File: src/rtl/vga_sync_gen.sv
// VGA raster timing: pixel-rate enable, X/Y counters, visible-area decode,
// plus registered blank-masked colour and active-low syncs on one pixel edge.
module vga_sync_gen #(
   parameter int CLK_DIV   = 2,
   parameter int H_VISIBLE = 640,
   parameter int H_FRONT   = 16,
   parameter int H_SYNC    = 96,
   parameter int H_BACK    = 48,
   parameter int V_VISIBLE = 480,
   parameter int V_FRONT   = 10,
   parameter int V_SYNC    = 2,
   parameter int V_BACK    = 33
) (
   input  logic       Clk,
   input  logic       Reset,
   input  logic       R,
   input  logic       G,
   input  logic       B,
   output logic [9:0] CounterX,
   output logic [9:0] CounterY,
   output logic       inDisplayArea,
   output logic       PixelTick,
   output logic       FrameTick,
   output logic       vga_r,
   output logic       vga_g,
   output logic       vga_b,
   output logic       vga_h_sync,
   output logic       vga_v_sync
);

   localparam int H_TOTAL = H_VISIBLE + H_FRONT + H_SYNC + H_BACK;
   localparam int V_TOTAL = V_VISIBLE + V_FRONT + V_SYNC + V_BACK;
   localparam int DIV_W   = (CLK_DIV > 1) ? $clog2(CLK_DIV) : 1;

   localparam logic [DIV_W-1:0] DIV_LAST = DIV_W'(CLK_DIV - 1);
   localparam logic [9:0] H_LAST     = 10'(H_TOTAL - 1);
   localparam logic [9:0] V_LAST     = 10'(V_TOTAL - 1);
   localparam logic [9:0] H_VIS      = 10'(H_VISIBLE);
   localparam logic [9:0] V_VIS      = 10'(V_VISIBLE);
   localparam logic [9:0] H_VIS_LAST = 10'(H_VISIBLE - 1);
   localparam logic [9:0] V_VIS_LAST = 10'(V_VISIBLE - 1);
   localparam logic [9:0] HS_START   = 10'(H_VISIBLE + H_FRONT);
   localparam logic [9:0] HS_END     = 10'(H_VISIBLE + H_FRONT + H_SYNC);
   localparam logic [9:0] VS_START   = 10'(V_VISIBLE + V_FRONT);
   localparam logic [9:0] VS_END     = 10'(V_VISIBLE + V_FRONT + V_SYNC);

   logic [DIV_W-1:0] DivCnt;
   logic             lineEnd;
   logic             frameEnd;
   logic             hSyncActive;
   logic             vSyncActive;

   // With CLK_DIV=1 DivCnt stays at 0 and the tick is permanently high.
   always_ff @(posedge Clk) begin
      if (!Reset)
         DivCnt <= '0;
      else if (PixelTick)
         DivCnt <= '0;
      else
         DivCnt <= DivCnt + DIV_W'(1);
   end

   assign PixelTick = (DivCnt == DIV_LAST);
   assign lineEnd   = (CounterX == H_LAST);
   assign frameEnd  = (CounterY == V_LAST);

   always_ff @(posedge Clk) begin
      if (!Reset) begin
         CounterX <= '0;
         CounterY <= '0;
      end else if (PixelTick) begin
         CounterX <= lineEnd ? 10'd0 : CounterX + 10'd1;
         if (lineEnd)
            CounterY <= frameEnd ? 10'd0 : CounterY + 10'd1;
      end
   end

   assign inDisplayArea = (CounterX < H_VIS) && (CounterY < V_VIS);
   assign hSyncActive   = (CounterX >= HS_START) && (CounterX < HS_END);
   assign vSyncActive   = (CounterY >= VS_START) && (CounterY < VS_END);
   assign FrameTick     = PixelTick && (CounterX == H_VIS_LAST) && (CounterY == V_VIS_LAST);

   // Colour and syncs share one register stage so the pins stay aligned.
   always_ff @(posedge Clk) begin
      if (!Reset) begin
         vga_r      <= 1'b0;
         vga_g      <= 1'b0;
         vga_b      <= 1'b0;
         vga_h_sync <= 1'b1;
         vga_v_sync <= 1'b1;
      end else if (PixelTick) begin
         vga_r      <= R & inDisplayArea;
         vga_g      <= G & inDisplayArea;
         vga_b      <= B & inDisplayArea;
         vga_h_sync <= ~hSyncActive;
         vga_v_sync <= ~vSyncActive;
      end
   end

endmodule

File: config.mk
export PLATFORM = sky130hd
export DESIGN_NAME = vga_sync_gen
export DESIGN_NICKNAME = d
export VERILOG_FILES = /design/src/rtl/vga_sync_gen.sv
export SDC_FILE = /design/constraint.sdc
export NUM_CORES = 1
export LEC_CHECK = 0
export CORE_ASPECT_RATIO = 1.5
export CORE_MARGIN = 5
export CORE_UTILIZATION = 52
export DETAILED_ROUTE_END_ITERATION = 8
export PLACE_DENSITY = 0.89
export SYNTH_ARGS = -nofsm -noshare
export SYNTH_HDL_FRONTEND = slang
export SYNTH_SLANG_ARGS = --single-unit
export TNS_END_PERCENT = 20
File: constraint.sdc
create_clock -name Clk -period 4.3 [get_ports Clk]
set_clock_uncertainty 0.2 [all_clocks]
set_input_delay 0.645 -clock Clk [delete_from_list [all_inputs] [get_ports Clk]]
set_output_delay 0.645 -clock Clk [all_outputs]
set_load 0.01 [all_outputs]
==> results.md <==
* CP arrival at ~2.5 ns
* Routed WL at ~3.4 mm
* Maximum number of pins on one net before global-route repair at 14
* Max-cap violations at 0
* Final Hold Vio Count at 0
* CTS tree: done
* RSZ-0062 raised after global routing: no
* Status: completed
* Largest family of logic cells by synthesized area: simple AND/OR/NAND/NOR gates
* Max-slew violation count at 0
* Vias in the first global route at 1227
* Hold path start: vga_h_sync$_SDFFE_PN1P_
* Initial antenna violation count at 0
* Num CTS Buffers at 3
* Synth Area per Inst at between 8 and 9 um^2
* Hold Slack at about 0.26 ns
* Syn Nets at approximately 160
* Syn-to-layout area delta at 25.2%
* FILL cells at 211
* Final Power at roughly 0.38 mW
* CTS hold repair buffers at 0
* WL per Instance at 16.6 um
* Synth Warn # at 0
* Place WS at 1.32 ns
* Register area at 520 um^2
* Die ar. at 0.00366 mm^2
* Num ports at 33
* Port Buffers at 32
* Worst Tran Pin Value at between 0.9 and 1 ns
* Post-synth top flop: dfxtp_1
* Worst reg2reg setup slack at approximately 2 ns
* Clk buf depth at 2
* Startpoint type of the worst setup path: flip-flop
* Worst min path class: flip-flop to flip-flop
* Post-route setup TNS at 0 ns
* Hold path depth at 2
* Slowest CP cell: clkdlybuf4s50_1
* DIE HEIGHT at approximately 72 um
* CP Launch Point: CounterX[0]$_SDFFE_PN0P_
* Req. time, crit path at 3.45 ns
* Worst Hold Endpoint: vga_h_sync$_SDFFE_PN1P_
* Gr ovfl total at 0
* Post-synthesis sequential area ratio at 39.5%
* Overall Global Routing Usage at 20.2%
* #FFs+latches synth at 26
* VDD IR-drop max at 0.172 mV
* Post-cts sizing count at 0
* Post-synthesis compound-gate area fraction at 9.40%
* Highest cell delay on the worst timing path at 0.57 ns
* R2R depth at 5
* Iteration-0 DRC Markers at 53
* Fin area at between 0.0015 and 0.002 mm^2
* Post-synth EDFFs at 0
* TritonRoute pass-1 iters at 4
* Gpl congestion at 0.914
* Synth Area in Simple Gates at between 30% and 40%
* Final ANT Viol Nets at 0
* Dpl hpwl at between 2 and 3 mm
* Layout cells sized above 1 at 4.42%
* Worst-path maximum fanout at 7
* Vias at 1265
* Clk Latency, worst-skew pair at 0.32 ns
* Post-route DRC at 0
* Fin crit period at about 3.3 ns
* Fin nets at 192
* Gate Count Post-Synth at 153
* Power per cell area at 233 mW/mm^2
* Slew margin rel. at 39.2%
* # rows at 22
* Cell Area, Synth at 0.00132 mm^2
* Antenna diode instance count at 0
* Crit Reg-Reg Endpoint: CounterY[8]$_SDFFE_PN0P_
* Adder-Cell Fraction of Synth Area at between 3 and 4%
* CP Class: flip-flop to output port
* Pleak at 0.562 nW
* XOR/XNOR share of the synthesized area at 7.98%
* H-tree depth at 1
* Total core area at ~0.0024 mm^2
* Post-CTS setup buffers at 0
* Fraction of registers with async set/reset at 0%
* Placed inst area at 0.00163 mm^2
* R2R Path Start: CounterX[0]$_SDFFE_PN0P_
* Vias/cell at roughly 6
* Die Width at 51.1 um
* # setup viols final at 0
* Post-synthesis cell type count at 41
* Post-route setup slack at around 0.99 ns
* Fmax at 302 MHz
* Final worst path period share at 77.0%
* Multi-input gate area at 718 um^2
* Clock transition at path regs at 0.12 ns
* Post-synthesis mux area share at 0.760%
* Worst path cell trace: ha_1 > nand4b_4 > or3_2 > nor3_1 > clkdlybuf4s50_1
* Worst setup EP type: output port
* Clock root buffer: clkbuf_4
* Starting Density at 53.8%
* First-pass GRT wire length at 5.76 mm
* Clock sink count at 26
==> worst max path at each step <==
stage | cells after the start | end
after global placement | 5 | FrameTick
after CTS | 5 | FrameTick
final | 5 | FrameTick
after floorplan | 4 | FrameTick
after detailed placement | 5 | FrameTick
after global routing | 5 | FrameTick
==> metal layers <==
metal	vias to the layer above	wire, um	track usage (%)
met2	43	1860	36.2
met3	9	143	2.70
li1	604	-	-
met4	0	93	9.58
met1	609	1320	23.0
met5	-	0	0
==> report_power, final <==
group          internal (mW)  switching, mW
Clock                 0.0328         0.0678
Sequential             0.246        0.00814
Combinational         0.0164         0.0138
Total                  0.295         0.0897
==> critical path, delay by kind of cell (launching register included) <==
family	cells	cell delay, ns
and+or+nand+nor	3	0.87
adders and majority gates	1	0.29
buffers and inverters	1	0.57
DFF	1	0.43
==> kinds of logic (layout without fill, tap and decap cells) <==
logic type	Yosys count	count (layout)
multiplexers	1	1
adder cells (fa/ha/maj)	4	4
AO/OA/AOI/OAI	18	18
XOR/XNOR	12	12
AND/OR/NAND/NOR	75	75
flip-flops	26	26
buffers and inverters	17	45
==> registers in the layout, summed over array words and instances (netlist names) <==
name,cells
vga_g,1
vga_b,1
vga_r,1
vga_h_sync,1
PixelTick,1
CounterY,10
CounterX,10
vga_v_sync,1
==> synthesized netlist by cell type, types with 2 or more instances <==
cell type | count | share of area [%]
a21oi_1 | 4 | 1.5
a22o_1 | 3 | 2.0
and3_1 | 3 | 1.4
buf_4 | 3 | 1.7
clkbuf_2 | 2 | 0.76
dfxtp_1 | 26 | 40
ha_1 | 4 | 3.8
inv_1 | 10 | 2.8
nand2_1 | 9 | 2.6
nand3_1 | 10 | 3.8
nand4_1 | 8 | 3.8
nor2_1 | 18 | 5.1
nor3_1 | 7 | 2.7
nor3b_1 | 2 | 1.1
nor4_1 | 4 | 1.9
nor4bb_1 | 2 | 1.5
o21ai_0 | 3 | 1.1
o31ai_1 | 2 | 1.1
xnor2_1 | 8 | 5.3
xor2_1 | 4 | 2.7
==> cells in the final DEF, fill, tap and decap left out, types with 4 or more instances in the layout <==
cell type        instances
nor3_1                   7
nand4_1                  8
nand3_1                 10
inv_1                   10
xnor2_1                  8
xor2_1                   4
clkdlybuf4s50_1         32
nor2_1                  18
dfxtp_1                 26
nand2_1                  9
a21oi_1                  4
ha_1                     4
nor4_1                   4
==> final cells by class <==
class / count / area share (%)
Multi-Input combinational cell: 110 / 43.6
Sequential cell: 26 / 31.6
Timing Repair Buffer: 32 / 19.4
Inverter: 10 / 2.28
Tap cell: 24 / 1.82
Clock buffer: 3 / 1.37
==> metrics by stage <==
step	instances	utilization, %
after global placement	202	66.4
after CTS	205	67.3
after global routing	205	67.3
after floorplan	153	-
final	205	67.3
after detailed placement	202	66.4
No activity file was read; power rests on OpenSTA's default activity.
